## config.mk

```make
export PLATFORM = sky130hd
export DESIGN_NAME = reg_file_wr_ctrl
export DESIGN_NICKNAME = d
export VERILOG_FILES = /design/src/rtl/reg_file_pkg.sv /design/src/rtl/reg_file_byte_merge.sv /design/src/rtl/reg_file_wr_ctrl.sv
export SDC_FILE = /design/constraint.sdc
export NUM_CORES = 1
export LEC_CHECK = 0
export ABC_AREA = 1
export CORE_ASPECT_RATIO = 1.2
export CORE_MARGIN = 3
export CORE_UTILIZATION = 42
export CTS_CLUSTER_DIAMETER = 40
export DETAILED_ROUTE_END_ITERATION = 8
export GPL_TIMING_DRIVEN = 0
export PLACE_DENSITY = 0.77
export SKIP_LAST_GASP = 1
export SYNTH_ARGS = -nofsm -noshare
export SYNTH_HDL_FRONTEND = slang
export SYNTH_SLANG_ARGS = --single-unit
```

## constraint.sdc

```tcl
create_clock -name clock -period 1.5 [get_ports clock]
set_input_delay 0.3 -clock clock [delete_from_list [all_inputs] [get_ports clock]]
set_output_delay 0.3 -clock clock [all_outputs]
set_load 0.05 [all_outputs]
```

## src/rtl/reg_file_pkg.sv

```systemverilog
// rtl/reg_file_pkg.sv - shared defaults, FSM encoding and entry packing for the register file
package reg_file_pkg;

  localparam int DEF_NUM_REGS = 2;
  localparam int DEF_WIDTH    = 16;
  localparam int DEF_ADDR_W   = 1;

  typedef enum logic {
    ST_IDLE  = 1'b0,
    ST_CLEAR = 1'b1
  } state_e;

  // Entry 0 lives in the most-significant slice of the packed bus.
  function automatic int entry_lsb(input int i, input int num_regs, input int width);
    return width * (num_regs - 1 - i);
  endfunction

endpackage

```

## src/rtl/reg_file_byte_merge.sv

```systemverilog
// rtl/reg_file_byte_merge.sv - combinational byte-enable merge of new data into one entry
module reg_file_byte_merge
  import reg_file_pkg::*;
#(
  parameter int WIDTH = DEF_WIDTH
) (
  input  logic [WIDTH-1:0]   old_i,
  input  logic [WIDTH-1:0]   new_i,
  input  logic [WIDTH/8-1:0] be_i,
  output logic [WIDTH-1:0]   merged_o
);

  always_comb begin
    merged_o = old_i;
    for (int k = 0; k < WIDTH / 8; k++) begin
      if (be_i[k]) begin
        merged_o[8*k +: 8] = new_i[8*k +: 8];
      end
    end
  end

endmodule

```

## src/rtl/reg_file_wr_ctrl.sv

```systemverilog
// rtl/reg_file_wr_ctrl.sv - write-side controller: shadow entries, clear sequence, dirty and error flags
module reg_file_wr_ctrl
  import reg_file_pkg::*;
#(
  parameter int NUM_REGS = DEF_NUM_REGS,
  parameter int WIDTH    = DEF_WIDTH,
  parameter int ADDR_W   = DEF_ADDR_W
) (
  input  logic                      clock,
  input  logic                      reset,
  input  logic                      wr_valid,
  output logic                      wr_ready,
  input  logic [ADDR_W-1:0]         wr_addr,
  input  logic [WIDTH-1:0]          wr_data,
  input  logic [WIDTH/8-1:0]        wr_be,
  input  logic                      clr_req,
  output logic                      busy,
  input  logic                      dirty_clr,
  output logic [NUM_REGS*WIDTH-1:0] r_out,
  output logic [NUM_REGS-1:0]       dirty,
  output logic                      err
);

  localparam int IDX_W = (NUM_REGS > 1) ? $clog2(NUM_REGS) : 1;

  state_e              state_q, state_d;
  logic [IDX_W-1:0]    idx_q, idx_d;
  logic                live_q;
  logic [WIDTH-1:0]    ent_q [NUM_REGS];
  logic [WIDTH-1:0]    ent_d [NUM_REGS];
  logic [WIDTH-1:0]    merged [NUM_REGS];
  logic [NUM_REGS-1:0] dirty_q, dirty_d;
  logic                err_q, err_d;
  logic                wr_fire;
  logic                addr_ok;

  assign addr_ok = {{(33 - ADDR_W){1'b0}}, wr_addr} < 33'(NUM_REGS);
  assign wr_fire = wr_valid && wr_ready;

  // live_q holds ready low until the first edge after reset release.
  always_comb begin
    state_d  = state_q;
    idx_d    = idx_q;
    wr_ready = 1'b0;
    busy     = 1'b0;
    case (state_q)
      ST_IDLE: begin
        wr_ready = live_q;
        idx_d    = '0;
        if (clr_req) begin
          state_d = ST_CLEAR;
        end
      end
      ST_CLEAR: begin
        busy  = 1'b1;
        idx_d = idx_q + 1'b1;
        if (idx_q == IDX_W'(NUM_REGS - 1)) begin
          state_d = ST_IDLE;
          idx_d   = '0;
        end
      end
      default: state_d = ST_IDLE;
    endcase
  end

  for (genvar g = 0; g < NUM_REGS; g++) begin : g_entry
    reg_file_byte_merge #(
      .WIDTH(WIDTH)
    ) u_merge (
      .old_i   (ent_q[g]),
      .new_i   (wr_data),
      .be_i    (wr_be),
      .merged_o(merged[g])
    );

    assign r_out[entry_lsb(g, NUM_REGS, WIDTH) +: WIDTH] = ent_q[g];
  end

  // A write always sets its dirty flag, so it overrides a coincident dirty_clr.
  always_comb begin
    ent_d   = ent_q;
    dirty_d = dirty_clr ? '0 : dirty_q;
    err_d   = err_q | (wr_fire && !addr_ok);
    for (int i = 0; i < NUM_REGS; i++) begin
      if (wr_fire && addr_ok && (wr_addr == ADDR_W'(i))) begin
        ent_d[i]   = merged[i];
        dirty_d[i] = 1'b1;
      end
      if ((state_q == ST_CLEAR) && (idx_q == IDX_W'(i))) begin
        ent_d[i]   = '0;
        dirty_d[i] = 1'b0;
      end
    end
  end

  always_ff @(posedge clock or negedge reset) begin
    if (!reset) begin
      state_q <= ST_IDLE;
      idx_q   <= '0;
      live_q  <= 1'b0;
      dirty_q <= '0;
      err_q   <= 1'b0;
      for (int i = 0; i < NUM_REGS; i++) begin
        ent_q[i] <= '0;
      end
    end else begin
      state_q <= state_d;
      idx_q   <= idx_d;
      live_q  <= 1'b1;
      dirty_q <= dirty_d;
      err_q   <= err_d;
      for (int i = 0; i < NUM_REGS; i++) begin
        ent_q[i] <= ent_d[i];
      end
    end
  end

  assign dirty = dirty_q;
  assign err   = err_q;

endmodule

```

**After elaboration in Yosys (flattened, before gate mapping)**

Index checks and enable logic that the tools add are counted.

- Input bits: 24
- Bits in registers: 37

- Muxes and demuxes: 18
- Bitwise operators: 3
- Add/sub/neg operators: 1
- Reduce and logical (&&, ||, !) cells: 17

Operators with widths:

| operator | number |
|---|---|
| 16-bit two-way mux | 4 |
| 8-bit two-way mux | 2 |
| 2-bit nonzero test | 6 |
| 1-bit two-way mux | 9 |
| 2-bit AND reduction | 4 |
| 3-bit nonzero test | 2 |
| 1-bit logical AND | 5 |
| 1-bit one-hot mux with 2 select lines | 2 |
| 1-bit inverter | 3 |
| 2-bit two-way mux | 1 |
| 1-bit adder, second input constant | 1 |

**Longest topological paths before layout**

Gate-level depths: netlist of run 1.

- Depth in word-level cells: 5
- Gate-level depth with buffers: 6
- Depth with buffers taken out: 6

**Cells and area by module**

From an unflattened synthesis of run 1, not the netlist that was laid out.

- Cells, all modules: 270
- Area, all modules: 2130.8 µm²

By module, submodules not included:

| module | seq. area each (µm²) | cells an instance | area each (µm²) | instances |
|---|---|---|---|---|
| reg_file_wr_ctrl | 925.9 | 166 | 1710.4 | 1 |
| reg_file_byte_merge | 0.0 | 52 | 210.2 | 2 |

**Worst setup path before layout of run 1**

OpenSTA, ideal clock, no wires.

- Kind: register to register
- From: register state_q
- To: register ent_q (netlist bit r_out[0])
- Period minus slack after synthesis: 1.712 ns
- Path slack: -0.212 ns
- Data required time: 1.380 ns
- Arrival: 1.592 ns
- Cell stages (with the launch flop): 5
- Cell sequence: dfrtp_1 > nor2_4 > nand4_1 > nand3_1 > nand2_1

- Longest elaborated chain between the ends: 5
- Elaborated cells between the ends (all ways): 8

RTL lines:

| item | line | RTL |
|---|---|---|
| from (decl) | reg_file_wr_ctrl.sv:26 | `state_e state_q, state_d;` |
| from (signal assigned) | reg_file_wr_ctrl.sv:107 | `state_q <= state_d;` |
| 1-bit two-way mux | reg_file_wr_ctrl.sv:46 | `case (state_q)` |
| named net wr_ready | reg_file_wr_ctrl.sv:12 | `output logic wr_ready,` |
| 1-bit logical AND | reg_file_wr_ctrl.sv:38 | `assign wr_fire = wr_valid && wr_ready;` |
| 1-bit logical AND | reg_file_wr_ctrl.sv:85 | `if (wr_fire && addr_ok && (wr_addr == ADDR_W'(i))) begin` |
| 2-bit nonzero test (no source line) | - |  |
| 2-bit AND reduction (no source line) | - |  |
| to (signal, indexed assignment) | reg_file_wr_ctrl.sv:113 | `ent_q[i] <= ent_d[i];` |
| to (decl) | reg_file_wr_ctrl.sv:29 | `logic [WIDTH-1:0] ent_q [NUM_REGS];` |

The timed path passes the listed nets, and every way through them passes these cells.
A chain may end at the register's enable or synchronous reset.

**Worst setup path after layout of run 1**

- From: register ent_q (netlist bit r_out[31])
- To: output port r_out[31]

RTL lines:

| item | line | RTL |
|---|---|---|
| to (decl) | reg_file_wr_ctrl.sv:19 | `output logic [NUM_REGS*WIDTH-1:0] r_out,` |

No word-level cell between the ends.

==> results of run 1 <==
## metal layers
metal  vias up  wire [um]  track usage [%]
met1       668       1578            23.68
li1        668          -                -
met3         6        311            6.762
met4         0         64            6.506
met5         -          0                0
met2        55       1825            31.18
## what timing repair did
item,in CTS,in global routing
gates resized for setup,48,42
pin swaps,0,4
hold buffers,0,0
setup buffers,0,3
endpoints found under the setup margin,36,46
## how the worst max path moves through the flow
stage / endpoint / startpoint / slack (ns)
after floorplan: r_out[0]$_DFFE_PN0P_ / state_q$_DFF_PN0_ / -0.07
after global placement: state_q$_DFF_PN0_ / reset / -0.84
after detailed placement: wr_ready / state_q$_DFF_PN0_ / -0.30
after CTS: wr_ready / state_q$_DFF_PN0_ / -0.18
after global routing: wr_ready / state_q$_DFF_PN0_ / -0.02
final: r_out[31] / r_out[31]$_DFFE_PN0P_ / 0.03
## state kept, by name (all words and copies together) (netlist names)
signal / cells
state_q: 1
r_out: 32
live_q: 1
idx_q: 1
dirty: 2
## cell families (layout without fill, tap and decap cells)
logic type | count (synthesis) | after routing
AO/OA/AOI/OAI | 1 | 1
buffers and inverters | 10 | 80
flip-flops | 37 | 37
other | 2 | 2
AND/OR/NAND/NOR | 114 | 114
## final cells by class
class | count | area [um^2] | share of cell area [%]
plain buffers | 3 | 17.52 | 0.7923
clock buffers | 5 | 68.82 | 3.113
clock inverters | 3 | 17.52 | 0.7923
inverters | 7 | 26.28 | 1.188
multi-input cells | 117 | 560.5 | 25.35
flip-flops and latches | 37 | 927.1 | 41.94
well taps | 37 | 46.29 | 2.094
repair buffers | 62 | 546.8 | 24.73
## metrics by stage
step	hold slack (ns)	cells	util (%)	setup WS (ns)
6_report	0.09097	271	64.56	0.02858
2_1_floorplan	0.004409	164	-	-0.07409
3_3_place_gp	0.4417	260	63.28	-0.8447
3_5_place_dp	0.4360	260	63.13	-0.3024
5_1_grt	0.1510	271	64.56	-0.02376
4_1_cts	0.1123	268	64.78	-0.1811
## cell usage in the layout (no fill, tap or decap), types with 3 or more instances in the layout
| cell type | count |
|---|---|
| buf_4 | 4 |
| clkbuf_2 | 13 |
| clkbuf_8 | 5 |
| clkdlybuf4s15_1 | 19 |
| clkdlybuf4s50_1 | 22 |
| dfrtp_1 | 36 |
| dlygate4sd2_1 | 3 |
| inv_1 | 5 |
| nand2_1 | 69 |
| nand3_1 | 32 |
| nand4_1 | 5 |
| nor2_4 | 5 |
## report_power, final
group | switching (uW) | internal [uW]
combinational | 1140 | 397
sequential | 126 | 1200
clock | 356 | 320
total | 1620 | 1920
==> qor.yml, run 1 <==
outcome:
  status: "completed"
cells_and_area:
  area_delta_synth_final_pct: 44.60
  num-nets-final: 257
  layout-drive-gt1-share_pct: 17.09
  fin_area_um2: 2211
  antennaDiodeCount: 0
  fillerInstances: 301
logic_synthesis:
  yosysWarnings: 0
  synth-simple-area-share_pct: 35.84
  synth_xor_area_share_pct: 0
  synthCells: 164
  yosysSeqAreaShare_pct: 60.56
  avgSynthCellArea_um2: 9.323
  synth_compound_area_share_pct: 0.3273
  yosys-mux-area-fraction_pct: 0
  synth_top_family_by_area: "simple AND/OR/NAND/NOR gates"
  ys.flop_type: "dfrtp_1"
  yosys.area.top_type: "dfrtp_1"
  synth_cell_types: 14
  synthArstFlopShare_pct: 100.0
  synthTopCellsByCount: "nand2_1 (69), dfrtp_1 (37), nand3_1 (32)"
  synthAdderAreaFrac_pct: 0
  yosys-top-cells-area: "dfrtp_1 (61%), nand2_1 (17%), nand3_1 (10%)"
  synth_seq_cells: 37
  synth.top_cell.area_share_pct: 60.56
  yosysMostFrequentCell: "nand2_1"
  synthesis.area_um2: 1529
  synth-edff-count: 0
  synth_nets: 188
flow_run:
  maxCapViolCount: 0
sta:
  tns_ns: 0
  hold_viol: 0
  setup_viol: 0
  relSlewSlack_pct: 46.08
  max_freq_ghz: 0.6796
  worst_pin_slew_ns: 0.8087
  fin_skew_ns: 0.009414
  period_minus_slack_ns: 1.471
  rsz0062_at_grt: "yes"
  period_share_pct: 98.09
  drv_slew: 0
route:
  vias_per_cell: 5.155
  antenna_left: 0
  drtPass1Iterations: 4
  drc: 0
  wirelength_um: 3780
  via_count: 1397
  dr.first_iter.drc_count: 33
  avgRoutedWirePerCell_um: 13.95
floorplanning:
  core_um2: 3425
  initial_core_util_pct: 44.65
  die_area_um2: 4404
  num_rows: 23
  chipWidth_um: 61.08
  fp.dieH_um: 72.10
  pin_count: 61
setup_path:
  crit_cells: 1
  cp_cell_sequence: "clkdlybuf4s15_1"
  crit_arrival_ns: 1.17
  ff2ff_path_depth: 4
  worstPathRequired_ns: 1.20
  critPathLaunchType: "register"
  reg2reg_from: "state_q$_DFF_PN0_"
  slowest_stage: "clkdlybuf4s15_1"
  critPathCaptureType: "output pin"
  crit_family: "buffers and inverters"
  path_class: "reg -> out"
  critical_path_peak_fanout: 2
  r2r_setup_slack_ns: 0.11
  crit_buf_inv: 1
  r2r-end: "r_out[24]$_DFFE_PN0P_"
  cp_slowest_stage_delay_ns: 0.51
global_route:
  antenna_found_initial: 0
  overflow: 0
  grt_first_pass_wirelength_um: 6272
  grt_max_degree: 38
  track_usage_pct: 19.30
  grt_pass1_vias: 1351
cts:
  h-tree-depth: 2
  insertion_delay_ns: 0.29
  root_buffer: "clkbuf_8"
  cts_buffer_depth: 2
  cts_tree: "done"
  clk_pin_slew_ns: 0.07
  cts_made_buffers: 5
  cts_sinks: 37
min_path:
  hold_path_class: "in -> async"
place:
  dp_hpwl_um: 2736
  numPortBuffers: 59
  placed_cell_area_um2: 2162
  gp_congestion: 0.8044
power_and_ir_drop:
  powerDensity_nw_per_um2: 1603
  p_leak_uw: 0.001180
  ir_worst_vdd_v: 0.0009312
  power_uw: 3543
Power figures use the tool's default switching activity.
==> run 2: changes to the inputs <==
--- a/config.mk
+++ b/config.mk
@@ -5,14 +5,14 @@
 export SDC_FILE = /design/constraint.sdc
 export NUM_CORES = 1
 export LEC_CHECK = 0
-export ABC_AREA = 1
+export CAP_MARGIN = 0
 export CORE_ASPECT_RATIO = 1.2
 export CORE_MARGIN = 3
-export CORE_UTILIZATION = 42
+export CORE_UTILIZATION = 43
 export CTS_CLUSTER_DIAMETER = 40
 export DETAILED_ROUTE_END_ITERATION = 8
 export GPL_TIMING_DRIVEN = 0
-export PLACE_DENSITY = 0.77
+export PLACE_DENSITY = 0.78
 export SKIP_LAST_GASP = 1
 export SYNTH_ARGS = -nofsm -noshare
 export SYNTH_HDL_FRONTEND = slang
==> qor.yml, run 2 <==
cells_and_area:
  largest_reg_flops: 32  # unchanged
  final_cell_mix: "dfrtp_1 (36), nand2_1 (33), mux2i_1 (32)"
  area_delta_synth_final_pct: 42.96
  num-nets-final: 228  # -11%
  antennaDiodeCount: 0  # unchanged
  final_common_cell: "dfrtp_1"
  layout-drive-gt1-share_pct: 12.20  # -4.9 points
floorplanning:
  pin_count: 61  # unchanged
  initial_core_util_pct: 46.18  # +1.5 points
  die_area_um2: 4445  # +0.93%
  chipWidth_um: 61.36  # +0.46%
  core_um2: 3425  # unchanged
  num_rows: 23  # unchanged
  fp.dieH_um: 72.44  # +0.47%
logic_synthesis:
  yosysWarnings: 0  # unchanged
  yosys-mux-area-fraction_pct: 20.25  # +20 points
  yosysSeqAreaShare_pct: 58.54  # -2.0 points
  synthAdderAreaFrac_pct: 0  # unchanged
  synth_seq_cells: 37  # unchanged
  yosys.area.top_type: "dfrtp_1"
  synth_compound_area_share_pct: 1.503  # +1.2 points
  yosys-top-cells-area: "dfrtp_1 (59%), mux2i_1 (20%), nand2_1 (7.8%)"
  synthCells: 139  # -15%
  synthArstFlopShare_pct: 100.0  # unchanged
  synth.top_cell.area_share_pct: 58.54  # -2.0 points
  synthesis.area_um2: 1582  # +3.4%
  synth-simple-area-share_pct: 13.37  # -22 points
  synth-edff-count: 0  # unchanged
  synth_cell_types: 17  # +3
  avgSynthCellArea_um2: 11.38  # +22%
  synth_nets: 163  # -13%
  yosysMostFrequentCell: "dfrtp_1"
  ys.flop_type: "dfrtp_1"
  synth_top_family_by_area: "multiplexers"
  synth_xor_area_share_pct: 0  # unchanged
  synthTopCellsByCount: "dfrtp_1 (37), nand2_1 (33), mux2i_1 (32)"
setup_path:
  worstPathRequired_ns: 1.20  # about the same
  timing.critical_path.to: "wr_ready"
  cp_cell_sequence: "nor2b_4 -> clkbuf_4"
  ff2ff_path_depth: 3  # -1
  crit_arrival_ns: 1.17  # about the same
  slowest_stage: "dfrtp_2"
  critPathCaptureType: "output pin"
  path_class: "reg -> out"
  critPathLaunch: "state_q$_DFF_PN0_"
  reg2reg_from: "state_q$_DFF_PN0_"
  r2r_setup_slack_ns: 0.14  # +0.03 ns
  cp_slowest_stage_delay_ns: 0.46  # -0.05 ns
  critPathLaunchType: "register"
  r2r-end: "r_out[8]$_DFFE_PN0P_"
  critical_path_peak_fanout: 7  # +5
power_and_ir_drop:
  p_leak_uw: 0.001349  # +14%
  powerDensity_nw_per_um2: 1600  # -0.19%
  ir_worst_vdd_v: 0.0008137  # -13%
cts:
  cts_tree: "done"
  post-cts-setup-buffers: 0  # unchanged
  cts_made_buffers: 5  # unchanged
  clk_pin_slew_ns: 0.07  # about the same
  insertion_delay_ns: 0.29  # about the same
  cts_sinks: 37  # unchanged
  root_buffer: "clkbuf_8"
  cts_buffer_depth: 2  # unchanged
  h-tree-depth: 2  # unchanged
  ctsHoldBuffers: 0  # unchanged
route:
  via_count: 1190  # -15%
  vias_per_cell: 4.917  # -4.6%
  avgRoutedWirePerCell_um: 15.06  # +8.0%
  drtPass1Iterations: 4  # unchanged
  dr.first_iter.drc_count: 22  # -33%
  antenna_left: 0  # unchanged
  wirelength_um: 3644  # -3.6%
  drc: 0  # unchanged
sta:
  tns_ns: 0  # unchanged
  hold_ws_ns: 0.09629  # +0.005317 ns
  fin_skew_ns: 0.007067  # -0.002348 ns
  max_freq_ghz: 0.6791  # about the same
  hold_viol: 0  # unchanged
  relSlewSlack_pct: 47.20  # +1.1 points
  period_minus_slack_ns: 1.472  # +0.001017 ns
  setup_viol: 0  # unchanged
  rsz0062_at_grt: "yes"
  period_share_pct: 98.16  # about the same
  worst_pin_slew_ns: 0.7920  # -0.01676 ns
  drv_slew: 0  # unchanged
global_route:
  track_usage_pct: 18.66  # -0.64 points
  antenna_found_initial: 0  # unchanged
  overflow: 0  # unchanged
  grt_first_pass_wirelength_um: 5940  # -5.3%
  grt_max_degree: 38  # unchanged
  grt_pass1_vias: 1281  # -5.2%
place:
  numPortBuffers: 59  # unchanged
  dp_hpwl_um: 2715  # -0.77%
  gp_congestion: 0.7444  # -7.5%
outcome:
  status: "completed"
flow_run:
  maxCapViolCount: 0  # unchanged
min_path:
  hold_path_class: "in -> async"
run 2: changes by cell type after synthesis, moves of 2 or more:
cell | before | now
nand4_1 | 5 | 0
nand3_4 | 2 | 0
nor2_4 | 5 | 0
mux2i_1 | 0 | 32
nand2_1 | 69 | 33
inv_2 | 2 | 0
nand3_1 | 32 | 0
nand2_4 | 0 | 2
inv_1 | 5 | 19
nand4_2 | 0 | 2
run 2: how the worst min path moves through the flow:
stage / startpoint / end / slack (ns) / depth (start not counted)
2_1_floorplan: reset / dirty[0]$_DFFE_PN0P_ / 0.004 / 0
3_3_place_gp: idx_q$_DFF_PN0_ / dirty[1]$_DFFE_PN0P_ / 0.46 / 1
3_5_place_dp: reset / r_out[29]$_DFFE_PN0P_ / 0.43 / 1
4_1_cts: reset / live_q$_DFF_PN0_ / 0.11 / 1
5_1_grt: reset / r_out[9]$_DFFE_PN0P_ / 0.14 / 1
6_report: reset / r_out[21]$_DFFE_PN0P_ / 0.1 / 1
run 2: kinds of logic after synthesis:
kind of cell,after synthesis
other,2
AO/OA/AOI/OAI,4
multiplexers,32
buffers and inverters,23
flip-flops,37
AND/OR/NAND/NOR,41
run 2: area by class of cell:
class / instances / area [um^2]
plain buffers: 3 / 17.52
clock buffers: 6 / 72.57
multi-input cells: 79 / 563.0
inverters: 19 / 71.32
fillers: 275 / 1164
flip-flops and latches: 37 / 927.1
well taps: 37 / 46.29
clock inverters: 2 / 10.01
repair buffers: 59 / 553.0
run 2: worst max-delay path, delay by kind of cell (launching register included):
family,cells,cell delay [ns]
DFF,1,0.46
buffers and inverters,1,0.25
and+or+nand+nor,1,0.17
run 2: per-layer routing:
layer  global-route usage [%]  up-vias  routed length, um
met4                    7.075        0                 64
met5                        0        -                  0
met2                    30.71       48               1802
met3                    8.185        7                368
met1                    20.97      566               1407
li1                         -      569                  -
run 2: report_power, final:
group          total (uW)  internal (uW)  switching, uW
combinational        1610            436           1180
sequential           1350           1210            136
clock                 655            322            333
run 2: what timing repair did:
| action | CTS | global route |
|---|---|---|
| gates resized for setup | 44 | 32 |
| pin swaps | 0 | 0 |
| endpoints found under the setup margin | 37 | 28 |
run 2: per-stage QoR:
step | cell area (um^2) | util, % | power (uW) | instances | setup WS, ns
5_1_grt | 2261 | 66.02 | 3818 | 242 | -0.02777
6_report | 2261 | 66.02 | 3616 | 242 | 0.02756
2_1_floorplan | 1583 | - | 2459 | 139 | -0.05335
3_3_place_gp | 2220 | 64.82 | 3079 | 235 | -0.7309
4_1_cts | 2258 | 65.95 | 3650 | 242 | -0.2559
3_5_place_dp | 2215 | 64.67 | 3122 | 235 | -0.2381
